[src/rtl/rv0_pkg.sv]
// Shared types and constants for the rv0 fetch stage.
package rv0_pkg;

    localparam int unsigned RV0_XLEN = 32;
    localparam logic [31:0] RV0_NOP  = 32'h0000_0013;

    typedef enum logic [1:0] {
        BOOT,
        RUN,
        HALT
    } fetch_state_e;

    typedef struct packed {
        logic [RV0_XLEN-1:0] addr;
        logic [31:0]         insn;
        logic                err;
    } fetch_entry_t;

endpackage

[src/rtl/rv0_fetch_fifo.sv]
// DEPTH-entry synchronous FIFO of fetch entries with clear, push, pop and occupancy count.
module rv0_fetch_fifo
    import rv0_pkg::*;
#(
    parameter int unsigned DEPTH = 2
) (
    input  logic                     clk,
    input  logic                     rst,
    input  logic                     clear,
    input  logic                     push,
    input  logic                     pop,
    input  fetch_entry_t             wdata,
    output fetch_entry_t             rdata,
    output logic                     empty,
    output logic [$clog2(DEPTH):0]   count
);

    localparam int unsigned AW = $clog2(DEPTH);
    localparam logic [AW:0] ONE = (AW+1)'(1);

    fetch_entry_t mem [DEPTH];
    logic [AW:0]  wptr;
    logic [AW:0]  rptr;

    always_ff @(posedge clk) begin
        if (rst || clear) begin
            wptr <= '0;
            rptr <= '0;
        end else begin
            if (push) wptr <= wptr + ONE;
            if (pop)  rptr <= rptr + ONE;
        end
    end

    always_ff @(posedge clk) begin
        if (push && !clear && !rst) mem[wptr[AW-1:0]] <= wdata;
    end

    assign count = wptr - rptr;
    assign empty = (count == '0);
    assign rdata = mem[rptr[AW-1:0]];

endmodule

[src/rtl/rv0_fetch.sv]
// Instruction fetch stage: PC, imem request/response tracking, fetch queue, redirect handling.
// Optional performance counters enabled by defining RV0_FETCH_PERF_EN.
module rv0_fetch
    import rv0_pkg::*;
#(
    parameter int unsigned     XLEN       = 32,
    parameter logic [XLEN-1:0] RESET_ADDR = '0,
    parameter int unsigned     QDEPTH     = 2
) (
    input  logic            clk_i,
    input  logic            rst_i,
    input  logic            flush_i,
    input  logic [XLEN-1:0] flush_addr_i,
    output logic            imem_req_o,
    output logic [XLEN-1:0] imem_addr_o,
    input  logic            imem_gnt_i,
    input  logic            imem_rvalid_i,
    input  logic [31:0]     imem_rdata_i,
    input  logic            imem_err_i,
    output logic [XLEN-1:0] addr_o,
    output logic [31:0]     insn_o,
    output logic            err_o,
    output logic            rdy_o,
    input  logic            ack_i
`ifdef RV0_FETCH_PERF_EN
    ,
    output logic [31:0]     perf_stall_o,
    output logic [31:0]     perf_empty_o
`endif
);

    localparam int unsigned     CW         = $clog2(QDEPTH) + 1;
    localparam logic [CW-1:0]   ONE        = CW'(1);
    localparam logic [XLEN-1:0] STEP       = XLEN'(4);
    localparam logic [XLEN-1:0] ALIGN_MASK = ~XLEN'(3);

    fetch_state_e    state, state_n;
    logic [XLEN-1:0] pc, resp_pc, stale_addr;
    logic            pending, stale;
    logic [CW-1:0]   outstanding, outstanding_n, discard, count;
    logic [CW:0]     used;
    logic            credit, fire, discard_hit, push, pop, resp_err, empty;
    fetch_entry_t    head, wdata;

    rv0_fetch_fifo #(.DEPTH(QDEPTH)) u_fifo (
        .clk   (clk_i),
        .rst   (rst_i),
        .clear (flush_i),
        .push  (push),
        .pop   (pop),
        .wdata (wdata),
        .rdata (head),
        .empty (empty),
        .count (count)
    );

    assign rdy_o  = !empty;
    assign addr_o = empty ? '0 : head.addr;
    assign insn_o = empty ? RV0_NOP : head.insn;
    assign err_o  = !empty && head.err;
    assign wdata  = '{addr: resp_pc, insn: imem_rdata_i, err: imem_err_i};

    always_comb begin
        pop         = rdy_o && ack_i && !flush_i;
        // Slot freed by this cycle's pop counts as credit, so QDEPTH=2 sustains one fetch per cycle.
        used        = (CW+1)'(count) + (CW+1)'(outstanding) - (CW+1)'(pop);
        credit      = used < (CW+1)'(QDEPTH);
        imem_req_o  = stale || pending || (state == RUN && credit);
        imem_addr_o = stale ? stale_addr : pc;
        fire        = imem_req_o && imem_gnt_i;
        discard_hit = imem_rvalid_i && (discard != '0);
        push        = imem_rvalid_i && !discard_hit && !flush_i;
        resp_err    = imem_rvalid_i && imem_err_i && !discard_hit;
        outstanding_n = outstanding + (fire ? ONE : '0) - (imem_rvalid_i ? ONE : '0);

        state_n = state;
        unique case (state)
            BOOT:    state_n = RUN;
            RUN:     if (resp_err) state_n = HALT;
            HALT:    state_n = HALT;
            default: state_n = BOOT;
        endcase
        if (flush_i) state_n = RUN;
    end

    always_ff @(posedge clk_i) begin
        if (rst_i) begin
            state       <= BOOT;
            pc          <= RESET_ADDR;
            resp_pc     <= RESET_ADDR;
            stale_addr  <= RESET_ADDR;
            stale       <= 1'b0;
            pending     <= 1'b0;
            outstanding <= '0;
            discard     <= '0;
        end else begin
            state       <= state_n;
            outstanding <= outstanding_n;
            if (flush_i) begin
                // An ungranted request keeps its address across the redirect; its response is discarded.
                pc         <= flush_addr_i & ALIGN_MASK;
                resp_pc    <= flush_addr_i & ALIGN_MASK;
                discard    <= outstanding_n;
                pending    <= 1'b0;
                stale      <= imem_req_o && !imem_gnt_i;
                stale_addr <= imem_addr_o;
            end else begin
                if (fire && !stale) pc <= pc + STEP;
                if (push) resp_pc <= resp_pc + STEP;
                discard <= discard + ((fire && stale) ? ONE : '0) - (discard_hit ? ONE : '0);
                pending <= imem_req_o && !imem_gnt_i && !stale;
                if (fire) stale <= 1'b0;
            end
        end
    end

`ifdef RV0_FETCH_PERF_EN
    always_ff @(posedge clk_i) begin
        if (rst_i) begin
            perf_stall_o <= '0;
            perf_empty_o <= '0;
        end else begin
            if (rdy_o && !ack_i)          perf_stall_o <= perf_stall_o + 32'd1;
            if (state == RUN && !rdy_o)   perf_empty_o <= perf_empty_o + 32'd1;
        end
    end
`endif

endmodule
[config.mk]
export PLATFORM = sky130hd
export DESIGN_NAME = rv0_fetch
export DESIGN_NICKNAME = d
export VERILOG_FILES = /design/src/rtl/rv0_pkg.sv /design/src/rtl/rv0_fetch_fifo.sv /design/src/rtl/rv0_fetch.sv
export SDC_FILE = /design/constraint.sdc
export NUM_CORES = 1
export LEC_CHECK = 0
export BUFFER_PORTS_ARGS = -buffer_cell sky130_fd_sc_hd__buf_4
export CORE_MARGIN = 5
export CORE_UTILIZATION = 55
export CTS_CLUSTER_SIZE = 30
export DETAILED_ROUTE_END_ITERATION = 10
export HOLD_SLACK_MARGIN = 0.1
export PLACE_DENSITY_LB_ADDON = 0.08
export SETUP_SLACK_MARGIN = 0.2
export SLEW_MARGIN = 10
export SYNTH_ARGS = -nofsm -noshare
export SYNTH_HDL_FRONTEND = slang
export SYNTH_HIERARCHICAL = 1
export SYNTH_SLANG_ARGS = --single-unit
export TNS_END_PERCENT = 1
[constraint.sdc]
create_clock -name clk_i -period 6.1 [get_ports clk_i]
set_clock_uncertainty 0.2 [all_clocks]
set_input_delay 1.22 -clock clk_i [delete_from_list [all_inputs] [get_ports clk_i]]
set_output_delay 1.22 -clock clk_i [all_outputs]
set_load 0.01 [all_outputs]
==> Word level (Yosys, flattened, before mapping) <==
Memory sizes are Yosys's and may differ from the RTL's. A register that Yosys moved wholly into a read port is not among the register bits.
Cells that the tools add are included.
{ "word_totals": {"reg_bits": 108, "latchBits": 0, "ramBits": 130, "mem_bits_ro": 0, "inputBits": 71, "word_cells": 83, "mem_count": 1} }
{ "classes": {"addsub": 11, "n_mul": 0, "div": 0, "magnitude_cmp": 1, "eq_ne": 4, "n_shift": 0, "mux": 21, "bitwise_logic": 0, "reduce_logical": 32} }
{ "mem_list": {"columns": ["memory", "words", "width", "read_ports", "rd_clocked_by_memory_dff", "wr", "line_no", "rtl"], "rows": [
  ["u_fifo.mem", 2, 65, 1, 1, 1, "rv0_fetch_fifo.sv:21", "fetch_entry_t mem [DEPTH];"]
]} }
{ "ops": {"columns": ["cell", "count"], "rows": [
  ["32-bit two-way mux", 7],
  ["32-bit by 3-bit adder with 32-bit output (second input constant)", 2],
  ["1-bit logical AND", 16],
  ["1-bit two-way mux", 11],
  ["2-bit nonzero test", 4],
  ["1-bit logical NOT", 6],
  ["2-bit case mux with 3 select lines", 1],
  ["2-bit by 1-bit adder with 2-bit output", 2],
  ["2-bit by 1-bit adder with 2-bit output (second input constant)", 2],
  ["2-bit logical NOT", 2],
  ["2-bit two-way mux", 2],
  ["2-bit by 1-bit subtractor with 2-bit output", 2],
  ["2-bit by 2-bit adder with 3-bit output", 1],
  ["1-bit logical OR", 3],
  ["3-bit by 2-bit less-than comparator with 1-bit output (second input constant)", 1],
  ["3-bit != test (second input constant)", 1],
  ["3-bit by 1-bit subtractor with 3-bit output", 1],
  ["2-bit by 1-bit == test with 1-bit output (second input constant)", 1],
  ["2-bit == test (second input constant)", 1],
  ["2-bit != test (second input constant)", 1],
  ["2-bit OR reduction", 1],
  ["2-bit subtractor", 1]
]} }

==> Longest topological paths before layout <==
{ "logic_depth": {"ltp_word": 15, "depth_mapped": 20} }

==> Hierarchy <==
The synthesis kept the hierarchy.
{ "modules_own_cells": {"columns": ["mod", "n_inst", "cells_each", "area_each_um2", "seq_area_each_um2"], "rows": [
  ["rv0_fetch", 1, 680, 5669.2, 2001.9],
  ["rv0_fetch_fifo", 1, 230, 5149.9, 4003.8]
]} }

==> Least setup slack after synthesis <==
OpenSTA, ideal clock, no wires.
{ "synth_path": {"path_kind": "input port to output port", "from": "input flush_i", "to": "output imem_req_o", "arrival_time_ps": 3390, "slack_ps": 1290, "path_stages": 10, "path_cell_list": "clkbuf_1 > inv_1 > clkbuf_1 > and3_1 > ha_1 > nand2b_1 > fa_1 > xor2_1 > a31o_2 > nand2b_1"} }
{ "synth_between": {"elab_chain_len": 6} }
{ "synth_rtl": {"columns": ["element", "line_no", "rtl"], "rows": [
  ["start: declaration", "rv0_fetch.sv:12", "input logic flush_i,"],
  ["1-bit logical NOT", "rv0_fetch.sv:64", "pop = rdy_o && ack_i && !flush_i;"],
  ["1-bit logical AND", "rv0_fetch.sv:64", null],
  ["via pop", "rv0_fetch.sv:42", "logic credit, fire, discard_hit, push, pop, resp_err, empty;"],
  ["3-bit by 1-bit subtractor with 3-bit output", "rv0_fetch.sv:66", "used = (CW+1)'(count) + (CW+1)'(outstanding) - (CW+1)'(pop);"],
  ["3-bit by 2-bit less-than comparator with 1-bit output", "rv0_fetch.sv:67", "credit = used < (CW+1)'(QDEPTH);"],
  ["1-bit logical AND", "rv0_fetch.sv:68", "imem_req_o = stale || pending || (state == RUN && credit);"],
  ["1-bit logical OR", "rv0_fetch.sv:68", null],
  ["end: declaration", "rv0_fetch.sv:14", "output logic imem_req_o,"]
]} }
The timed path passes the listed nets, and every way through them passes these cells.

==> Final worst setup path <==
{ "layout_path": {"from": "register u_fifo.wptr[0]", "to": "output imem_req_o"} }
{ "layout_between": {"elab_chain_len": 9, "word_cells_on_any_way": 10} }
{ "layout_rtl": {"columns": ["element", "line_no", "rtl"], "rows": [
  ["start: declaration", "rv0_fetch_fifo.sv:22", "logic [AW:0] wptr;"],
  ["start signal: assignment", "rv0_fetch_fifo.sv:30", "if (push) wptr <= wptr + ONE;"],
  ["2-bit subtractor", "rv0_fetch_fifo.sv:39", "assign count = wptr - rptr;"],
  ["2-bit logical NOT", "rv0_fetch_fifo.sv:40", "assign empty = (count == '0);"],
  ["via empty", "rv0_fetch.sv:42", null],
  ["1-bit logical NOT", "rv0_fetch.sv:57", "assign rdy_o = !empty;"],
  ["1-bit logical AND (2 in a row)", "rv0_fetch.sv:64", null],
  ["via pop", "rv0_fetch.sv:42", null],
  ["3-bit by 1-bit subtractor with 3-bit output", "rv0_fetch.sv:66", null],
  ["3-bit by 2-bit less-than comparator with 1-bit output", "rv0_fetch.sv:67", null],
  ["1-bit logical AND", "rv0_fetch.sv:68", null],
  ["1-bit logical OR", "rv0_fetch.sv:68", null]
]} }
The timed path passes the listed nets, and every way through them passes these cells.

==> out/results.txt <==
DR iter-0 viols = 398
Placed Cells = 1303
Hold Crit Start = stale_addr[25]$_SDFFE_PP0P_
R2R cell count = 15
Syn_area_per_cell = 11.9 um2
Via count = 7211
Clock transition at path regs = 0.06 ns
Clk buf depth = 3
Final min period = 5.11 ns
M2 GR Usage = 31.8%
EDFF count, synth = 130
CTS Hold Bufs = 0
Clock sink total = 235
Core area = 19400 um2
GR peak layer = met2
Clock root buffer = clkbuf_16
Worst reg2reg setup slack = 1.63 ns
Final setup viols = 0
HP Class = register to register
Final period util = 83.7%
Post-synthesis sequential area ratio = 55.5%
Slew Limit Headroom = 40.6%
Post-DP Area = 12300 um2
Slowest cell on crit path = dfxtp_1
Max Freq = 196 MHz
Clk_lat worst skew = 0.51 ns
Max_cap viols = 0
Syn Inst Count = 910
Register bit count reported by yosys = 235
Gr usage total = 19.9%
Finished Layout Cells = 1347
Largest net degree at the start of global routing = 69
Arrival @ worst endpoint = 3.69 ns
Vias in the first global route = 7020
Ports = 170
Hold endpoint = stale_addr[25]$_SDFFE_PP0P_
Post-route design area = 13200 um2
Initial Util = 55.8%
Pleak = 0.00501 uW
IO buf count = 167
DP HPWL = 15200 um
RSZ-0062 raised after global routing = no
Startpoint class of the critical path = register
Crit. End Element = primary output
Routed len/inst = 16.8 um
Layout cells sized above 1 = 30.4%
H-tree levels = 1
Required @ worst endpoint = 4.68 ns
Final Slew Violations = 0
Post-DR vias/cell = 5.35
CTS tree = done
Worst-margin pin slew = 0.892 ns
Cell Area, Synth = 10800 um2
Crit path max fanout = 5
Met3 usage = 3.31%
Met1 Use GR = 28.8%
Critical path cell sequence = inv_1 -> ha_1 -> xnor2_1 -> mux2i_4 -> inv_1 -> and3_1 -> ha_1 -> nand2b_1 -> fa_1 -> xor2_1 -> a31o_2 -> nand2b_1 -> buf_4
Count of final hold-check violations = 0
DRC = 0
Delay-heaviest family, CP = adder cells
Reg2reg start = u_fifo/wptr[0]$_SDFFE_PP0P_
Post-route ant nets = 0
ANT cells = 0
Area delta synth->final = 22.0%
Aggregate global routing overflow = 0
Total negative slack = 0 ns
Count of nets after finishing = 1147
Die Width = 150 um
Reg2reg end = pc[29]$_SDFFE_PP0P_
Bufs and invs on worst path = 3
Fin Hold WS = 0.252 ns
Ys flop type = edfxtp_1
Pwr/cell area = 301 nW/um2
Async set-or-reset flop fraction in the synthesized netlist = 0%
Die area = 22600 um2
Post-CTS sizing = 0
Total CTS buffers = 24
Pre-CTS setup slack = 1.15 ns
First-pass GRT wire length = 36200 um
Initial antenna violation count = 0
Worst path max stage delay = 0.40 ns
Router iterations before antenna repair = 4
Row Count = 51
Hold path depth = 2
DRT Wirelength = 22600 um
GPL Wtd Cong = 0.819
Status = finished clean
Worst VDD drop = 0.176 mV
Die Y = 150 um
Synth Warn # = 6
Setup bufs post-CTS = 0
Netlist cell types = 51
PnR worst setup slack = 0.994 ns
Critical path class = register to primary output
==> layout by cell type (no fill, tap or decap), types with 5 or more instances in the layout <==
master     synthesis  final
a21boi_0          28     28
nand3_1           14     14
nand4_1           26     26
mux2_4            50     50
xor2_1            25     25
mux2_2            41     41
and3_1            17     15
a21boi_1           6      6
bufinv_16          0      6
nor2b_1           64     64
a21oi_1           45     45
o31a_1            15     15
a31oi_1            6      6
inv_1             32     31
o21a_1            36     36
nor3_1            15     15
o21ai_0            8      8
dfxtp_1          105    104
nor4_2             5      5
edfxtp_1         130    130
buf_4              0    177
mux2i_1            6      5
ha_1              11     11
nor2_1            16     16
and4_1             6      6
xnor2_1           26     26
clkbuf_8           0      5
nand2_1           85     85
and2_1             8      8
clkbuf_16          0     26
==> tightest hold or removal path, stage by stage (launching register included) <==
cell	delay (ns)
dfxtp_1	0.30
nand2_1	0.05
a21oi_1	0.05
==> flip-flops by register name (all words and copies together), names as in the netlist, named ones only <==
register,flops
discard,2
outstanding,2
pc,30
pending,1
resp_pc,30
stale,1
stale_addr,32
state,2
u_fifo/mem,130
u_fifo/rptr,2
u_fifo/wptr,2
==> per-stage QoR <==
step	power, uW	util (%)
6_report	3970	68.1
5_1_grt	4130	68.1
4_1_cts	4010	68.1
3_5_place_dp	2330	63.2
3_3_place_gp	2320	63.2
2_1_floorplan	2140	-
==> power by group <==
group	leakage (uW)	internal, uW	total (uW)	switching (uW)
Sequential	0.00205	1740	1810	67.3
Clock	0.000454	1080	1680	594
Combinational	0.00251	238	483	245
Total	0.00501	3070	3970	906
==> cells in the mapped netlist, drive strengths merged, types with 3 or more instances <==
| cell type | count | share of area [%] |
|---|---|---|
| edfxtp | 130 | 36 |
| dfxtp | 105 | 19 |
| mux2 | 91 | 11 |
| nand2 | 85 | 2.9 |
| nor2b | 64 | 3.7 |
| a21oi | 45 | 2.1 |
| clkbuf | 36 | 1.2 |
| o21a | 36 | 2.5 |
| a21boi | 34 | 2.4 |
| inv | 32 | 1.1 |
| nand4 | 27 | 1.6 |
| xnor2 | 26 | 2.1 |
| xor2 | 25 | 2.0 |
| and3 | 17 | 0.98 |
| buf | 16 | 1.0 |
| nor2 | 16 | 0.56 |
| nor3 | 15 | 0.69 |
| o31a | 15 | 1.2 |
| nand3 | 14 | 0.65 |
| ha | 11 | 1.3 |
| and2 | 9 | 0.52 |
| nor4 | 8 | 0.89 |
| o21ai | 8 | 0.37 |
| a31oi | 6 | 0.35 |
| and4 | 6 | 0.49 |
| mux2i | 6 | 0.56 |
| or2 | 4 | 0.23 |
| a211oi | 3 | 0.25 |
| nand2b | 3 | 0.17 |
==> cells by family (layout without fill, tap and decap cells) <==
family,Yosys count,after routing,synth area share (%)
flops,235,235,55.5
compound gates,152,152,9.55
mux,97,97,11.8
simple gates,277,277,14.2
other cells,1,4,0.0347
fa+ha+maj,12,12,1.46
buf+inv,85,254,3.40
xor+xnor,51,51,4.13
==> per-layer routing <==
layer	up-vias	share of wire, %
li1	3565	-
met1	3443	46
met2	169	46
met3	34	5.5
met4	0	1.9
met5	-	0
==> worst max-delay path by stage <==
stage,from,endpoint,slack [ns],cells past startpoint
after floorplan,flush_i,imem_req_o,1.29,10
after global placement,flush_i,imem_req_o,1.19,10
after detailed placement,flush_i,imem_req_o,1.15,10
after CTS,u_fifo/wptr[0]$_SDFFE_PP0P_,imem_req_o,0.95,13
after global routing,u_fifo/wptr[0]$_SDFFE_PP0P_,imem_req_o,0.77,13
final,u_fifo/wptr[0]$_SDFFE_PP0P_,imem_req_o,0.99,13
==> cell type report <==
class	count	area [um2]
repair buffers	177	1330
clock buffers	32	723
fillers	1483	6200
inverters	33	124
flip-flops and latches	235	6010
well taps	265	332
multi-input cells	593	4470
clock inverters	12	213
Note: power is estimated with default switching activity, not from simulation.
